--- src/rtl/vga_scan_controller.sv ---
// ---------------------------------------------------------------------------
// vga_scan_controller
//
// Raster sequencer for the oscilloscope display (640x480@60 Hz at 25 MHz by
// default). Owns the horizontal/vertical scan counters, generates sync,
// blanking and pixel coordinates, runs a start/stop state machine that only
// ever stops on a frame boundary, and handles a once-per-frame buffer-swap
// handshake with the acquisition side so the trace changes only in blanking.
//
// Ports:
//   clk_25MHz        in   pixel clock (single clock domain)
//   rst_n            in   asynchronous active-low reset
//   run              in   level: 1 = scan frames, 0 = stop at next frame end
//   swap_ack         in   acquisition side has swapped its display buffer
//   H_count_Value    out  horizontal counter, 0..H_TOTAL-1
//   V_count_Value    out  vertical counter, 0..V_TOTAL-1
//   enable_V_counter out  high on the last clock of each scanned line
//   hsync / vsync    out  sync pulses (polarity set by SYNC_ACTIVE_LOW)
//   video_on         out  inside the active area
//   pixel_x/pixel_y  out  counter values while video_on, else 0
//   frame_start      out  pulse at h=0, v=0 of every scanned frame
//   swap_req         out  buffer-swap request, raised at the first blank line
//   swap_miss        out  pulse when a request expires unacknowledged
//   busy             out  high while scanning (RUN or STOPPING)
// ---------------------------------------------------------------------------
module vga_scan_controller #(
  parameter int unsigned H_ACTIVE        = 640,
  parameter int unsigned H_FRONT         = 16,
  parameter int unsigned H_SYNC          = 96,
  parameter int unsigned H_BACK          = 48,
  parameter int unsigned V_ACTIVE        = 480,
  parameter int unsigned V_FRONT         = 10,
  parameter int unsigned V_SYNC          = 2,
  parameter int unsigned V_BACK          = 33,
  parameter bit          SYNC_ACTIVE_LOW = 1'b1
) (
  input  logic        clk_25MHz,
  input  logic        rst_n,
  input  logic        run,
  input  logic        swap_ack,
  output logic [15:0] H_count_Value,
  output logic [15:0] V_count_Value,
  output logic        enable_V_counter,
  output logic        hsync,
  output logic        vsync,
  output logic        video_on,
  output logic [9:0]  pixel_x,
  output logic [9:0]  pixel_y,
  output logic        frame_start,
  output logic        swap_req,
  output logic        swap_miss,
  output logic        busy
);

  localparam int unsigned H_TOTAL = H_ACTIVE + H_FRONT + H_SYNC + H_BACK;
  localparam int unsigned V_TOTAL = V_ACTIVE + V_FRONT + V_SYNC + V_BACK;

  localparam logic [15:0] H_LAST   = 16'(H_TOTAL - 1);
  localparam logic [15:0] V_LAST   = 16'(V_TOTAL - 1);
  localparam logic [15:0] H_ACT    = 16'(H_ACTIVE);
  localparam logic [15:0] V_ACT    = 16'(V_ACTIVE);
  localparam logic [15:0] HS_START = 16'(H_ACTIVE + H_FRONT);
  localparam logic [15:0] HS_END   = 16'(H_ACTIVE + H_FRONT + H_SYNC);
  localparam logic [15:0] VS_START = 16'(V_ACTIVE + V_FRONT);
  localparam logic [15:0] VS_END   = 16'(V_ACTIVE + V_FRONT + V_SYNC);

  // Sync pin level while the pulse is not asserted.
  localparam logic SYNC_IDLE = SYNC_ACTIVE_LOW;

  typedef enum logic [1:0] {
    StIdle,
    StRun,
    StStopping
  } state_e;

  state_e      r_state;
  state_e      w_state_next;

  logic [15:0] r_h;
  logic [15:0] r_v;
  logic [15:0] w_h_next;
  logic [15:0] w_v_next;

  logic        r_hsync;
  logic        r_vsync;
  logic        r_video_on;
  logic [9:0]  r_pixel_x;
  logic [9:0]  r_pixel_y;
  logic        r_frame_start;
  logic        r_swap_req;
  logic        r_swap_miss;
  logic        r_busy;

  logic        w_scanning;
  logic        w_line_end;
  logic        w_frame_end;
  logic        w_scan_next;
  logic        w_hs_act;
  logic        w_vs_act;
  logic        w_video_next;
  logic        w_frame_start_next;
  logic        w_req_rise;
  logic        w_swap_req_next;
  logic        w_swap_miss_next;

  assign w_scanning  = (r_state != StIdle);
  assign w_line_end  = w_scanning && (r_h == H_LAST);
  assign w_frame_end = w_line_end && (r_v == V_LAST);

  // ---------------------------------------------------------------------
  // FSM: state register
  // ---------------------------------------------------------------------
  always_ff @(posedge clk_25MHz or negedge rst_n) begin
    if (!rst_n) begin
      r_state <= StIdle;
    end else begin
      r_state <= w_state_next;
    end
  end

  // ---------------------------------------------------------------------
  // FSM: next-state logic. STOPPING keeps scanning; it only falls back to
  // IDLE on the last clock of a frame, so a stop is never mid-frame.
  // ---------------------------------------------------------------------
  always_comb begin
    w_state_next = r_state;
    unique case (r_state)
      StIdle: begin
        if (run) w_state_next = StRun;
      end
      StRun: begin
        if (!run) w_state_next = StStopping;
      end
      StStopping: begin
        if (run) begin
          w_state_next = StRun;
        end else if (w_frame_end) begin
          w_state_next = StIdle;
        end
      end
      default: w_state_next = StIdle;
    endcase
  end

  // ---------------------------------------------------------------------
  // Scan counters next value. In IDLE they hold at 0, so the first RUN
  // clock after leaving IDLE sits at h=0, v=0.
  // ---------------------------------------------------------------------
  always_comb begin
    w_h_next = r_h;
    w_v_next = r_v;
    if (w_scanning) begin
      if (w_line_end) begin
        w_h_next = '0;
        w_v_next = (r_v == V_LAST) ? '0 : r_v + 16'd1;
      end else begin
        w_h_next = r_h + 16'd1;
      end
    end
  end

  // ---------------------------------------------------------------------
  // FSM/output logic. Registered outputs are decoded from the *next*
  // counter values so that, once registered, they line up with
  // H_count_Value/V_count_Value on the same clock.
  // ---------------------------------------------------------------------
  always_comb begin
    w_scan_next        = (w_state_next != StIdle);
    w_hs_act           = w_scan_next && (w_h_next >= HS_START) && (w_h_next < HS_END);
    w_vs_act           = w_scan_next && (w_v_next >= VS_START) && (w_v_next < VS_END);
    w_video_next       = w_scan_next && (w_h_next < H_ACT) && (w_v_next < V_ACT);
    w_frame_start_next = w_scan_next && (w_h_next == '0) && (w_v_next == '0);
    w_req_rise         = w_scan_next && (w_h_next == '0) && (w_v_next == V_ACT);

    // Swap handshake. An ack sampled on the deadline clock still counts as
    // a successful swap; otherwise the frame end expires the request. This
    // also covers entering IDLE, which only happens on that same clock.
    w_swap_req_next  = r_swap_req;
    w_swap_miss_next = 1'b0;
    if (r_swap_req) begin
      if (swap_ack) begin
        w_swap_req_next = 1'b0;
      end else if (w_frame_end) begin
        w_swap_req_next  = 1'b0;
        w_swap_miss_next = 1'b1;
      end
    end else if (w_req_rise) begin
      w_swap_req_next = 1'b1;
    end
  end

  // Line-advance strobe is combinational from the registered h counter.
  assign enable_V_counter = w_line_end;

  // ---------------------------------------------------------------------
  // Datapath and output registers
  // ---------------------------------------------------------------------
  always_ff @(posedge clk_25MHz or negedge rst_n) begin
    if (!rst_n) begin
      r_h           <= '0;
      r_v           <= '0;
      r_hsync       <= SYNC_IDLE;
      r_vsync       <= SYNC_IDLE;
      r_video_on    <= 1'b0;
      r_pixel_x     <= '0;
      r_pixel_y     <= '0;
      r_frame_start <= 1'b0;
      r_swap_req    <= 1'b0;
      r_swap_miss   <= 1'b0;
      r_busy        <= 1'b0;
    end else begin
      r_h           <= w_h_next;
      r_v           <= w_v_next;
      r_hsync       <= w_hs_act ^ SYNC_IDLE;
      r_vsync       <= w_vs_act ^ SYNC_IDLE;
      r_video_on    <= w_video_next;
      r_pixel_x     <= w_video_next ? w_h_next[9:0] : 10'd0;
      r_pixel_y     <= w_video_next ? w_v_next[9:0] : 10'd0;
      r_frame_start <= w_frame_start_next;
      r_swap_req    <= w_swap_req_next;
      r_swap_miss   <= w_swap_miss_next;
      r_busy        <= w_scan_next;
    end
  end

  assign H_count_Value = r_h;
  assign V_count_Value = r_v;
  assign hsync         = r_hsync;
  assign vsync         = r_vsync;
  assign video_on      = r_video_on;
  assign pixel_x       = r_pixel_x;
  assign pixel_y       = r_pixel_y;
  assign frame_start   = r_frame_start;
  assign swap_req      = r_swap_req;
  assign swap_miss     = r_swap_miss;
  assign busy          = r_busy;

endmodule

--- config.mk ---
export PLATFORM = sky130hd
export DESIGN_NAME = vga_scan_controller
export DESIGN_NICKNAME = d
export VERILOG_FILES = /design/src/rtl/vga_scan_controller.sv
export SDC_FILE = /design/constraint.sdc
export NUM_CORES = 1
export LEC_CHECK = 0
export CAP_MARGIN = 0
export CORE_ASPECT_RATIO = 0.75
export CORE_MARGIN = 10
export CORE_UTILIZATION = 49
export CTS_CLUSTER_DIAMETER = 200
export DETAILED_ROUTE_END_ITERATION = 8
export PLACE_DENSITY_LB_ADDON = 0.05
export SLEW_MARGIN = 15
export SYNTH_ARGS = -nofsm -noshare
export SYNTH_HDL_FRONTEND = slang
export SYNTH_SLANG_ARGS = --single-unit
--- constraint.sdc ---
create_clock -name clk_25MHz -period 3.7 [get_ports clk_25MHz]
set_input_delay 0.925 -clock clk_25MHz [delete_from_list [all_inputs] [get_ports clk_25MHz]]
set_output_delay 0.925 -clock clk_25MHz [all_outputs]
set_load 0.01 [all_outputs]
---- Word-level counts from Yosys, hierarchy flattened ----
Index checks and enable logic that the tools add are counted.
storage, ports and cells
  bits in writable memories ............... 0
  latch bits .............................. 0
  bits in registers ....................... 61
  memories kept ........................... 0
  bits of input ports ..................... 4
  bits in read-only memories .............. 0
  output and inout port bits .............. 60
  word-level logic and storage cells ...... 62
cells by class
  add/sub/neg operators ................... 2
  $mul .................................... 0
  order comparisons ....................... 6
  equality and inequality tests ........... 5
  mux-type cells .......................... 19
  divide/modulo/power cells ............... 0
  shift operators ......................... 0
  bitwise operators ....................... 2
  reduce and logical (&&, ||, !) cells .... 16
operator list
  cell                     count
  $mux W16                 5
  $add A16 B1 Y16 const B  2
  $eq A16 B10 Y1 const B   2
  $logic_not A16 Y1        2
  $lt A16 B10 Y1 const B   2
  $lt A16 B9 Y1 const B    2
  $mux W10                 2
  $eq A16 B9 Y1 const B    1
  $ge A16 B10 Y1 const B   1
  $ge A16 B9 Y1 const B    1
  $logic_and A1 B1 Y1      11
  $mux W2                  4
  $mux W1                  7
  $pmux W2 S3              1
  $reduce_bool A2 Y1       2
  $eq A2 B1 Y1 const B     1
  $eq A2 B2 Y1 const B     1
  $logic_not A2 Y1         1
  $not A1 Y1               2

---- Logic depth before layout (Yosys ltp) ----
Gate-level depths: netlist (run 1).
  word-level depth ........................ 11
  gate-level depth with buffers ........... 12
  depth with buffers taken out ............ 10

---- Least setup slack after synthesis (run 1) ----
Ideal clock, no wire load.
  path type ............................... register -> register
  from .................................... register r_h[0], in the netlist H_count_Value[0]
  to ...................................... register r_vsync, in the netlist vsync
  setup slack ............................. 0.998 ns
  data required time ...................... 3.606 ns
  arrival ................................. 2.608 ns
  buffers on the path ..................... 0
  period minus slack after synthesis ...... 2.702 ns
  library setup time ...................... 0.094 ns
  stages on the path, launching flop included .. 9
  cells stage by stage .................... dfrtp_1 > ha_1 > o211ai_4 > or4_4 > nor4b_4 > nor3b_2 > nor4_4 > nand2_1 > or4_1
between the ends
  elaborated cells between the ends (all ways) .. 14
  those cells by class .................... order compare (2); eq/ne (1); mux (5); bitwise (1); reduce/logical (5)
RTL lines
  what                    RTL line  text
  from (decl)             79        logic [15:0] r_h;
  from (signal assigned)  212       r_h <= w_h_next;
  $eq A16 B10 Y1 *        107       assign w_line_end = w_scanning && (r_h == H_LAST);
  $logic_and A1 B1 Y1 *   107
  $mux W16 *              153       if (w_line_end) begin
  $mux W16 *              152       if (w_scanning) begin
  via w_v_next[9]         82        logic [15:0] w_v_next;
  $ge A16 B9 Y1           170       w_vs_act = w_scan_next && (w_v_next >= VS_START) && (w_v_next < VS_END);
  $logic_and A1 B1 Y1     170
  $logic_and A1 B1 Y1 *   170
  $not A1 Y1 (no line) *  n/a
  to (signal assigned)    215       r_vsync <= w_vs_act ^ SYNC_IDLE;
  to (decl)               85        logic r_vsync;
The timed path passes the listed nets; every way through them passes the cells marked *.

---- Worst setup path after layout (run 1) ----
  from .................................... register r_h[6], in the netlist H_count_Value[6]
  to ...................................... output enable_V_counter
between the ends
  cells in the longest elaborated chain, start to end .. 2
ends and longest elaborated chain
  what                 RTL line  text
  $eq A16 B10 Y1       107
  $logic_and A1 B1 Y1  107
  to (decl)            43        output logic enable_V_counter,
Every way passes these cells.

==> results of run 1 <==
## synth_stat cells, types with 5 or more instances
master | instances | share of area
clkbuf_1 | 6 | 0.0072
dfrtp_1 | 59 | 0.47
nand4_1 | 12 | 0.024
xor2_1 | 8 | 0.022
o21ai_0 | 6 | 0.0096
nand2_1 | 18 | 0.022
nand3_1 | 12 | 0.019
inv_1 | 18 | 0.022
mux2i_1 | 5 | 0.016
nor2_1 | 29 | 0.035
nor2b_1 | 8 | 0.016
nor3_1 | 10 | 0.016
buf_2 | 9 | 0.014
nor4_1 | 5 | 0.010
xnor2_1 | 16 | 0.045
## kinds of logic after synthesis
logic type / Yosys count / synth area share
AOI/OAI and AO/OA: 37 / 0.09736
xor gates and xnor gates: 24 / 0.06731
adders and majority gates: 3 / 0.01202
buffers and inverters: 34 / 0.04687
DFF: 61 / 0.4896
muxes: 7 / 0.02324
other: 1 / 0.001201
and+or+nand+nor: 137 / 0.2624
## repair_timing
item                       4_1_cts  5_1_grt
hold endpoints to repair         0        0
setup endpoints to repair        0        1
gates resized for setup          0        1
## cell type report
class / instances / share of cell area
clock inverters: 6 / 0.02158
inverters: 18 / 0.01665
repair buffers: 69 / 0.1714
clock buffers: 10 / 0.03144
multi-input cells: 209 / 0.3573
flip-flops and latches: 61 / 0.3767
well taps: 81 / 0.02497
## where the power goes
group | total (mW) | internal [mW] | switching (mW)
clock | 0.652 | 0.378 | 0.275
combinational | 0.453 | 0.227 | 0.226
sequential | 0.843 | 0.738 | 0.106
total | 1.95 | 1.34 | 0.607
## worst max-delay path, delay by kind of cell, from the launching register on
kind                   cells  cell delay (ns)
flip-flops                 1             0.48
buffers and inverters      2             0.70
AND/OR/NAND/NOR            3             1.00
## worst max path at each step
stage                                from                to  slack (ns)  cells after the start
2_1_floorplan  H_count_Value[0]$_DFF_PN0_   vsync$_DFF_PN1_         1.0                      8
5_1_grt        H_count_Value[6]$_DFF_PN0_  enable_V_counter        0.06                      5
4_1_cts        H_count_Value[0]$_DFF_PN0_  enable_V_counter        0.17                      6
3_5_place_dp   H_count_Value[0]$_DFF_PN0_  enable_V_counter        0.57                      6
6_report       H_count_Value[6]$_DFF_PN0_  enable_V_counter        0.24                      5
3_3_place_gp   H_count_Value[0]$_DFF_PN0_  enable_V_counter        0.61                      6
## flip-flops by register name (all words and copies together), names as in the netlist
name           flops
hsync              1
V_count_Value     16
swap_miss          1
swap_req           1
r_state            2
H_count_Value     16
video_on           1
pixel_x           10
frame_start        1
busy               1
pixel_y           10
vsync              1
## routing by layer
layer  share of wire  vias to the layer above  global-route usage
met5               0                        -                   0
li1                -                     1205                   -
met2            0.42                      106              0.2446
met1            0.47                     1271              0.2426
met3           0.095                       10             0.08048
met4           0.011                        0             0.04943
==> flow_summary_export.csv, run 1 <==
group,metric,value,unit
route,wl,8480,µm
setup_path,path_class,"reg2out",
sta,fin_setup_tns,0,ns
grt,grt_pass1_vias,2571,
route,antenna_left,0,
sta,max_clock_freq,0.2894,GHz
placement,dp_hpwl,6121,µm
floorplan,coreArea,6256,µm²
clock_tree,clkTransAtPathRegs,0.07,ns
route,drcViolationCount,0,
sta,worst-slew-pin-transition,0.5891,ns
finish,final_common_cell,"clkdlybuf4s50_1",
synth,async_reset_ff_frac,1.000,
floorplan,dieWidth,112.2,µm
placement,portBuffers,63,
synth,syn_area_per_cell,10.27,µm²
route,dr.first_iter.drc_count,221,
finish,final_cell_mix,"clkdlybuf4s50_1 (62), dfrtp_1 (59), nor2_1 (28), nand2_1 (18), inv_1 (18)",
pwr,vdd_ir_drop_max,0.3635,mV
finish,fillCellCount,522,
min_path,min_from,"swap_req$_DFF_PN0_",
sta,hold_slack,0.5053,ns
min_path,min_to,"swap_req$_DFF_PN0_",
clock_tree,cts_inserted_buffers,9,
setup_path,critical_path.startpoint_type,"flip-flop",
setup_path,r2r-start,"V_count_Value[0]$_DFF_PN0_",
sta,clock_skew,0.01175,ns
floorplan,die_area,10000,µm²
finish,seq_area,1529,µm²
synth,synth_edf_count,0,
floorplan,initial_core_util,0.4992,
setup_path,cp.required,2.77,ns
synth,synth_nets,311,
floorplan,row_count,25,
clock_tree,tritoncts,"yes",
sta,slew_violations,0,
sta,rsz0062_at_grt,"no",
route,vias,2592,
sta,relSlewSlack,0.6031,
grt,antenna_found_initial,0,
setup_path,arrival,2.53,ns
synth,ys.flop_type,"dfrtp_1",
placement,dpl_cell_area,3841,µm²
route,viasPerCell,5.709,
finish,fin_area,4059,µm²
sta,min_period_over_period,0.9340,
setup_path,critPathSlowestCell,"clkdlybuf4s50_1",
clock_tree,htree_levels,3,
synth,synthCells,304,
pwr,power_leakage,1.759,nW
setup_path,rr_endpoint,"pixel_x[3]$_DFF_PN0_",
clock_tree,cts.sinks,61,
clock_tree,insertion_delay,0.35,ns
pwr,power_density,480.1,nW/µm²
sta,finalCriticalPeriod,3.456,ns
route,wl_per_cell,18.68,µm
synth,synth_cell_types,65,
clock_tree,clockRootBuffer,"clkbuf_8",
clock_tree,cts_hold_buf,0,
finish,fin_util,0.6488,
setup_path,worst_setup_path_end_kind,"output port",
finish,area_growth,29.97,%
run_status,status,"finished, final reports clean",
min_path,hold_class,"reg2reg",
clock_tree,post-cts-setup-buffer-count,0,
floorplan,ios,64,
clock_tree,cts_buffer_depth,2,
floorplan,die_h,89.14,µm
pwr,p_total,1.949,mW
placement,dp_cells,438,
setup_path,path_max_fanout,7,
placement,gp_congestion,0.8969,
setup_path,crit_chain,"nor4b_1 > and4_1 > nand2_2 > inv_1 > clkdlybuf4s50_1",
min_path,min_path_cells,1,
job,cap_violations,0,
grt,gr-total-overflow,0,
sta,setup_slack,0.2444,ns
finish,layout-drive-gt1-share,0.1206,
sta,setup-violations-final,0,
setup_path,worstRegToRegCells,10,
synth,ys_seq_area_frac,0.4896,
synth,syn_area,3123,µm²
route,drt_first_pass_iters,5,
placement,pre_cts_slack,0.5662,ns
finish,layout.cells.non_filler,454,
grt,track_usage,0.1772,
finish,fin_nets,375,
sta,hold_viol,0,
synth,synth-seq-cells,61,
synth,yosysWarnings,0,
setup_path,max_stage_delay,0.55,ns
setup_path,r2r_slack,0.62,ns
finish,num_antenna_cells,0,
finish,multiInputGateArea,1450,µm²
grt,grt_max_degree,62,
grt,grt_pass1_wl,14140,µm
(Power assumes the default switching activity.)
==> run 2, diff against run 1 <==
CELL_PAD_IN_SITES_DETAIL_PLACEMENT = 1   (was default)
CELL_PAD_IN_SITES_GLOBAL_PLACEMENT = 2   (was default)
CORE_UTILIZATION = 32   (was 49)
SETUP_SLACK_MARGIN = 0.2   (was default)
==> run 2 against run 1 <==
Effect of this change:
- clock skew fell by 0.0034 ns
- utilization decreased by 21 points
- largest cell class unchanged
- sequential share of layout area shrank 1.6 points
- highest routed layer unchanged
- critical endpoint unchanged
==> flow_summary_export.csv, run 2 (synthesis gave the netlist of run 1 again) <==
group,metric,value,unit
route,antenna_left,0,
floorplan,coreArea,9580,µm²
clock_tree,cts_buffer_depth,2,
floorplan,dieWidth,134.1,µm
placement,dpl_cell_area,3895,µm²
sta,rsz0062_at_grt,"no",
floorplan,ios,64,
sta,hold_viol,0,
setup_path,endpoint,"enable_V_counter",
grt,grt_pass1_vias,2686,
setup_path,arrival,2.38,ns
route,drcViolationCount,0,
grt,top_usage_layer,"met1",
sta,worst-slew-pin-transition,0.6092,ns
placement,portBuffers,63,
route,dr.first_iter.drc_count,98,
finish,final_common_cell,"clkdlybuf4s50_1",
pwr,power_leakage,1.828,nW
grt,grt_pass1_wl,16170,µm
setup_path,critical_path.startpoint_type,"flip-flop",
floorplan,die_area,14150,µm²
clock_tree,cts.sinks,61,
clock_tree,htree_levels,3,
placement,dp_cells,491,
setup_path,worstRegToRegCells,9,
clock_tree,tritoncts,"yes",
clock_tree,cts_inserted_buffers,9,
grt,gr-total-overflow,0,
finish,layout-drive-gt1-share,0.1333,
job,cap_violations,0,
grt,antenna_found_initial,0,
setup_path,path_class,"reg2out",
setup_path,worst_setup_path_end_kind,"output port",
setup_path,cp.required,2.77,ns
clock_tree,post-cts-setup-buffer-count,0,
sta,relSlewSlack,0.5924,
grt,met2_usage,0.2002,
finish,final_cell_mix,"clkdlybuf4s50_1 (62), dfrtp_1 (59), nor2_1 (28), nand2_1 (18), inv_1 (18)",
route,vias,2555,
placement,dp_hpwl,7293,µm
min_path,hold_class,"reg2reg",
finish,fin_area,4242,µm²
grt,use_met3,0.05361,
run_status,status,"finished, final reports clean",
floorplan,initial_core_util,0.3260,
route,drt_first_pass_iters,4,
min_path,min_from,"swap_req$_DFF_PN0_",
floorplan,row_count,31,
pwr,power_density,523.8,nW/µm²
sta,setup_slack,0.3947,ns
route,wl,9928,µm
finish,area_growth,35.82,%
setup_path,r2r-start,"V_count_Value[0]$_DFF_PN0_",
setup_path,r2r_slack,0.69,ns
route,viasPerCell,5.039,
finish,fin_nets,377,
sta,max_clock_freq,0.3025,GHz
grt,track_usage,0.1469,
sta,slew_violations,0,
placement,gp_congestion,0.7952,
setup_path,rr_endpoint,"vsync$_DFF_PN1_",
clock_tree,clkTransAtPathRegs,0.05,ns
grt,met1_usage,0.2098,
clock_tree,insertion_delay,0.33,ns
finish,fillCellCount,1064,
sta,clock_skew,0.008342,ns
pwr,vdd_ir_drop_max,0.2612,mV
clock_tree,clockRootBuffer,"clkbuf_16",
grt,grt_max_degree,46,
clock_tree,cts_hold_buf,0,
sta,setup-violations-final,0,
setup_path,path_max_fanout,7,
finish,num_antenna_cells,0,
route,wl_per_cell,19.58,µm
sta,fin_setup_tns,0,ns
sta,min_period_over_period,0.8933,
placement,pre_cts_slack,0.3211,ns
floorplan,die_h,105.6,µm
sta,finalCriticalPeriod,3.305,ns
finish,layout.cells.non_filler,507,
setup_path,crit_start,"H_count_Value[6]$_DFF_PN0_",
==> run 2: cell count changes in the layout (fill, tap and decap cells not counted), sizes merged <==
| cell | before | now |
|---|---|---|
| buf | 7 | 9 |
| clkbuf | 10 | 12 |
| clkinv | 1 | 2 |
| clkinvlp | 3 | 0 |
==> run 2: through the flow <==
step | power [mW] | util | hold WS, ns
final | 2.222 | 0.4427 | 0.5253
after floorplan | 1.071 | - | 0.5280
after global routing | 2.342 | 0.4427 | 0.5596
after global placement | 1.309 | 0.4066 | 0.4986
after CTS | 2.257 | 0.4416 | 0.5178
after detailed placement | 1.312 | 0.4066 | 0.5089
==> run 2: what timing repair did <==
item / in CTS / in global routing
gates resized for setup: 3 / 2
endpoints found under the setup margin: 1 / 1
pin swaps: 0 / 0
==> run 2: metal layers <==
layer | up-vias | wire length (µm)
li1 | 1212 | -
met1 | 1277 | 4996
met2 | 57 | 4176
met3 | 9 | 674
met4 | 0 | 79
met5 | - | 0
==> run 2: how the worst min path moves through the flow <==
stage	depth (start not counted)	end	slack (ns)
after detailed placement	1	swap_req$_DFF_PN0_	0.51
after floorplan	1	swap_req$_DFF_PN0_	0.53
final	1	swap_req$_DFF_PN0_	0.53
after global routing	1	swap_req$_DFF_PN0_	0.56
after global placement	1	swap_req$_DFF_PN0_	0.50
after CTS	1	swap_req$_DFF_PN0_	0.52
==> run 2: area by class of cell <==
type	instances	area, µm²	share of cell area
sequential	61	1529	0.3605
multi-input combinational	209	1465	0.3454
timing repair buffer	71	688.2	0.1622
clock buffer	12	256.5	0.06047
tap	132	165.2	0.03894
clock inverter	4	70.07	0.01652
inverter	18	67.56	0.01593
==> run 2: where the power goes <==
group	switching (mW)	internal, mW
clock	0.298	0.624
combinational	0.228	0.225
sequential	0.108	0.739
==> run 2: critical path, stage by stage, from the launching register on <==
cell and delay (ns):
dfrtp_1 0.49, nor4b_2 0.36, and4_2 0.39, nand2_2 0.15, inv_1 0.11, clkdlybuf4s50_1 0.54
